### src/rtl/hello.sv
// Single-bit level conditioner: 2-flop synchronizer + stability filter driving B,
// with one-cycle rise/fall pulses. Define HELLO_EDGE_COUNT_EN to add a saturating transition counter.
module hello #(
    parameter int FILTER_CYCLES = 4,
    parameter int EDGE_CNT_W    = 16
) (
    input  logic                  clk,
    input  logic                  rst_n,
    input  logic                  A,
    output logic                  B,
    output logic                  rise,
    output logic                  fall
`ifdef HELLO_EDGE_COUNT_EN
    ,
    output logic [EDGE_CNT_W-1:0] edge_cnt,
    input  logic                  cnt_clr
`endif
);

    localparam int FC_W = $clog2(FILTER_CYCLES + 1);
    localparam logic [FC_W-1:0] FC_LAST = FC_W'(FILTER_CYCLES - 1);

    logic            s1_reg, s2_reg;
    logic [FC_W-1:0] fc_reg, fc_next;
    logic            b_reg, b_next;
    logic            rise_reg, rise_next;
    logic            fall_reg, fall_next;

    always_ff @(posedge clk or negedge rst_n) begin
        if (!rst_n) begin
            s1_reg   <= 1'b0;
            s2_reg   <= 1'b0;
            fc_reg   <= '0;
            b_reg    <= 1'b0;
            rise_reg <= 1'b0;
            fall_reg <= 1'b0;
        end else begin
            s1_reg   <= A;
            s2_reg   <= s1_reg;
            fc_reg   <= fc_next;
            b_reg    <= b_next;
            rise_reg <= rise_next;
            fall_reg <= fall_next;
        end
    end

    // Any cycle where the synced input agrees with B restarts the stability count.
    always_comb begin
        fc_next   = '0;
        b_next    = b_reg;
        rise_next = 1'b0;
        fall_next = 1'b0;
        if (s2_reg != b_reg) begin
            if (fc_reg == FC_LAST) begin
                b_next    = s2_reg;
                rise_next = s2_reg;
                fall_next = ~s2_reg;
            end else begin
                fc_next = fc_reg + 1'b1;
            end
        end
    end

    always_comb begin
        B    = b_reg;
        rise = rise_reg;
        fall = fall_reg;
    end

`ifdef HELLO_EDGE_COUNT_EN
    logic [EDGE_CNT_W-1:0] edge_cnt_reg, edge_cnt_next;

    always_ff @(posedge clk or negedge rst_n) begin
        if (!rst_n) edge_cnt_reg <= '0;
        else        edge_cnt_reg <= edge_cnt_next;
    end

    // Clear has priority over a same-cycle increment; count saturates at all-ones.
    always_comb begin
        edge_cnt_next = edge_cnt_reg;
        if (cnt_clr)
            edge_cnt_next = '0;
        else if ((rise_reg | fall_reg) && (edge_cnt_reg != '1))
            edge_cnt_next = edge_cnt_reg + 1'b1;
    end

    assign edge_cnt = edge_cnt_reg;
`endif

endmodule

### config.mk
export PLATFORM = sky130hd
export DESIGN_NAME = hello
export DESIGN_NICKNAME = d
export VERILOG_FILES = /design/src/rtl/hello.sv
export SDC_FILE = /design/constraint.sdc
export NUM_CORES = 1
export LEC_CHECK = 0
export ABC_AREA = 0
export CAP_MARGIN = 25
export CORE_AREA = 2 2 39 41
export DETAILED_ROUTE_END_ITERATION = 10
export DIE_AREA = 0 0 41 43
export MAX_ROUTING_LAYER = met4
export PLACE_DENSITY = 0.48
export SETUP_SLACK_MARGIN = 0.15
export SLEW_MARGIN = 20
export SYNTH_ARGS = -nofsm -noshare
export SYNTH_HDL_FRONTEND = slang
export SYNTH_SLANG_ARGS = --single-unit
### constraint.sdc
create_clock -name clk -period 4.2 [get_ports clk]
set_clock_uncertainty 0.2 [all_clocks]
set_input_delay 1.05 -clock clk [delete_from_list [all_inputs] [get_ports clk]]
set_output_delay 1.05 -clock clk [all_outputs]
set_load 0.01 [all_outputs]
## Yosys cells after proc, flatten, opt, wreduce, memory -nomap -nowiden

Index checks and enable logic that the tools add are counted.

| cells by class | value |
|---|---|
| bitwise logic cells | 1 |
| equal/unequal tests | 2 |
| reductions and logical operators | 1 |
| multiplexer cells | 6 |
| $add $sub $neg | 1 |

Operators with widths:

| cell | number |
|---|---|
| 2-to-1 mux 3 bit | 2 |
| 2-to-1 mux 1 bit | 4 |
| adder 3 x 1 -> 3 bit (second input constant) | 1 |
| == test 3 x 2 -> 1 bit (second input constant) | 1 |
| AND reduction 2 bit | 1 |
| inequality test 1 bit | 1 |
| NOT 1 bit | 1 |

| word-level totals | value |
|---|---|
| register bits after elaboration | 8 |
| output and inout bits | 3 |
| input bits | 3 |
| logic and storage cells | 17 |

## Logic depth before layout (Yosys ltp)

| logic depth | value |
|---|---|
| depth after elaboration | 3 |
| mapped depth | 3 |

## Worst setup path before layout

OpenSTA, ideal clock, no wires.

| timing | value |
|---|---|
| path type | register to output |
| from | register b_reg (netlist: B) |
| to | output B |
| path buffers | 0 |
| slack | 2.534 ns |
| data required time | 2.950 ns |
| stages on the path, launching flop included | 1 |
| arrival | 0.416 ns |
| cell sequence | dfrtp_1 |

RTL lines:

| what | RTL line | source |
|---|---|---|
| from (decl) | 25 | `logic b_reg, b_next;` |
| from (signal assigned) | 41 | `b_reg <= b_next;` |
| to (decl) | 10 | `output logic B,` |

No word-level cell between the ends.

## Worst setup path after layout

| timing | value |
|---|---|
| from | register b_reg (netlist: B) |
| to | output B |

No word-level cell between the ends.

==> key figures <==
Run status
  – Outcome: finished, final reports clean

Logic synthesis
  – Sequential element share of the synthesized area: 0.708
  – Netlist cell types: 7
  – Number of enable flip-flop cells after synthesis: 0
  – Cells taking the most area after synthesis: sky130_fd_sc_hd__dfrtp_1 (71%), sky130_fd_sc_hd__nor3b_1 (11%), sky130_fd_sc_hd__nand2b_4 (4.9%), sky130_fd_sc_hd__ha_1 (4.4%), sky130_fd_sc_hd__mux2_1 (4.0%)
  – Ys async rst share: 1.00
  – Post-synthesis sequential element count: 8
  – Most used standard cell by instance count after synthesis: sky130_fd_sc_hd__dfrtp_1
  – Syn_nets: 21
  – Leading cell types by count after synthesis: sky130_fd_sc_hd__dfrtp_1 (8), sky130_fd_sc_hd__nor3b_1 (4)
  – Syn Inst Count: 17
  – Total of warnings raised by yosys: 0
  – Mean Syn Cell Area: between 15 and 20 um^2
  – Area leader, netlist: sky130_fd_sc_hd__dfrtp_1
  – Area share of the largest cell type after synthesis: 0.708
  – Most used flip-flop cell after synthesis: sky130_fd_sc_hd__dfrtp_1
  – Netlist area before placement: ~280 um^2

Floorplan
  – Vert. Die Dim: around 43 um
  – Placeable Area: 1380 um^2
  – Effective utilization at floorplan: 0.204
  – Die Span X: 41 um
  – Floorplan row count: 14
  – Die Outline Area: between 1500 and 2000 um^2
  – Ports placed on the boundary: 6

STA
  – Slew of the pin with the lowest slew margin: 0.342 ns
  – Final cycle utilization of the critical path: 0.586
  – Final TNS setup: 0 ns
  – Setup repair after global routing missed its margin: no
  – Pins over their slew limit: 0
  – Max Clk Rate: ~0.41 GHz
  – Final-report setup violation count: 0
  – Final hold violation count: 0
  – Tmin final: ~2.5 ns
  – Relative slew slack: 0.771

Worst setup path
  – Critical Setup Path Class: reg -> out
  – Slowest stage cell on the critical path: sky130_fd_sc_hd__clkdlybuf4s50_1
  – Number of stages on the worst setup path: 1
  – Number of buffer and inverter stages on the critical path: 1
  – Register-to-Register Path Depth: 3
  – Slack of the worst reg-to-reg path: 2.86 ns
  – R2r startpoint: fc_reg[0]
  – Reg-to-Reg End: B
  – Endpoint class of the critical path: output port
  – Stage delay of the slowest cell on the critical path: roughly 0.56 ns
  – Top Family by Delay on Critical Path: buffers and inverters
  – Critical path required time: approximately 3.0 ns
  – Maximum fanout encountered on the critical timing path: 5
  – Kind of start point of the critical path: flop
  – Data arrival at the endpoint of the critical path: around 1.2 ns
  – CP Cell Sequence: clkdlybuf4s50_1

Finish
  – Number of diodes: 0
  – Layout Nets: 31
  – Layout cell share with drive strength beyond 1: 0.160
  – Number of flip-flops under the largest register name: 3
  – Synthesis-to-finish area growth: 32.7%
  – Core occupancy in the finished layout: 0.271
  – Count of filler cells inserted in the layout: around 140

Drt
  – Drt total wl: around 350 um
  – Count of routing violations after the opening detailed-route iteration: 3
  – Number of vias after detailed routing: approximately 150
  – TritonRoute pass-1 iters: 2
  – Wire length per cell after detailed routing: approximately 8.6 um
  – Antenna violation net count after detailed routing: 0
  – Via density: roughly 3.7
  – DRC Markers: 0

Place
  – Final estimated routing congestion in global placement: between 0.7 and 0.8
  – Input/output buffers: 5

GRT
  – Via count of the first global-routing pass: 150
  – Wire length of the first global-routing pass: between 600 and 700 um
  – Initial antenna violation count: 0
  – Total Routing Usage GR: 0.0625
  – Overall overflow remaining after global route: 0
  – Pin count of the biggest net entering global routing: 9

Min path
  – Hold Startpoint: s1_reg
  – Worst Hold End: s2_reg
  – Min-Delay Path Class: reg -> reg
  – Worst hold path cell count: 0

CTS
  – Clock Tree Buf Depth: 2
  – Clock insertion delay at the later pin of the skew report: 0.25 ns
  – Clock tree from TritonCTS: built
  – Clock sink count: 8
  – Reg clk slew, reported paths: approximately 0.05 ns
  – Root cell of the clock tree: sky130_fd_sc_hd__clkbuf_4
  – Number of levels in the clock H-tree: 1
  – Cts bufs inserted: 3
  – Count of cells resized by post-cts repair: 0
  – Number of hold-repair buffers added at the cts stage: 0
  – Buffers inserted by post-CTS timing repair: 0

Power and ir drop
  – Worst IR Drop VDD: roughly 0.19 mV
  – Total power: 0.208 mW
  – Pwr dens: around 550 nW/um^2
  – Leak pwr: about 0.16 nW

Flow run
  – Max cap viols: 0
report_power, final:
group	internal [mW]	switching [mW]
clock network	0.0325	0.0230
logic	0.0297	0.0203
registers	0.0922	0.0101
cells by family after synthesis:
| group | Yosys count | share of synthesized area |
|---|---|---|
| XOR/XNOR | 1 | 0.0310 |
| flip-flops | 8 | 0.708 |
| AND/OR/NAND/NOR | 6 | 0.177 |
| multiplexers | 1 | 0.0398 |
| adder cells (fa/ha/maj) | 1 | 0.0442 |
through the flow:
stage	cell area (um^2)	hold slack (ns)	setup WS, ns	cells
finish	375	0.145	1.74	41
global route	375	0.159	1.68	41
detailed placement	353	0.144	2.01	38
floorplan	283	0.131	2.53	17
global placement	353	0.140	2.02	38
CTS	375	0.152	1.72	41
worst max path at each step:
stage          start  end  slack [ns]
6_report           B    B        1.74
5_1_grt            B    B        1.68
4_1_cts            B    B        1.72
3_5_place_dp       B    B        2.01
3_3_place_gp       B    B        2.02
2_1_floorplan      B    B        2.53
per-layer routing:
metal / vias to the layer above / wire length (um) / GRT usage
met5: - / 0 / -
met4: 0 / 10 / 0.0800
met3: 2 / 26 / 0.0471
met2: 4 / 171 / 0.0750
met1: 71 / 145 / 0.0502
li1: 74 / - / -
cell usage in the layout, fill, tap and decap left out:
| cell type | n |
|---|---|
| sky130_fd_sc_hd__dfrtp_1 | 8 |
| sky130_fd_sc_hd__clkdlybuf4s50_1 | 5 |
| sky130_fd_sc_hd__nor3b_1 | 4 |
| sky130_fd_sc_hd__clkbuf_4 | 3 |
| sky130_fd_sc_hd__xnor2_1 | 1 |
| sky130_fd_sc_hd__nor2b_1 | 1 |
| sky130_fd_sc_hd__nand2b_4 | 1 |
| sky130_fd_sc_hd__mux2_1 | 1 |
| sky130_fd_sc_hd__ha_1 | 1 |
layout make-up:
cell class              count  area, um^2  share of cell area
clock buffers               3        22.5              0.0600
multi-input cells           9        82.6               0.220
flip-flops and latches      8         200               0.533
well taps                  16        20.0              0.0533
repair buffers              5        50.0               0.133
Note: power is estimated with default switching activity, not from simulation.
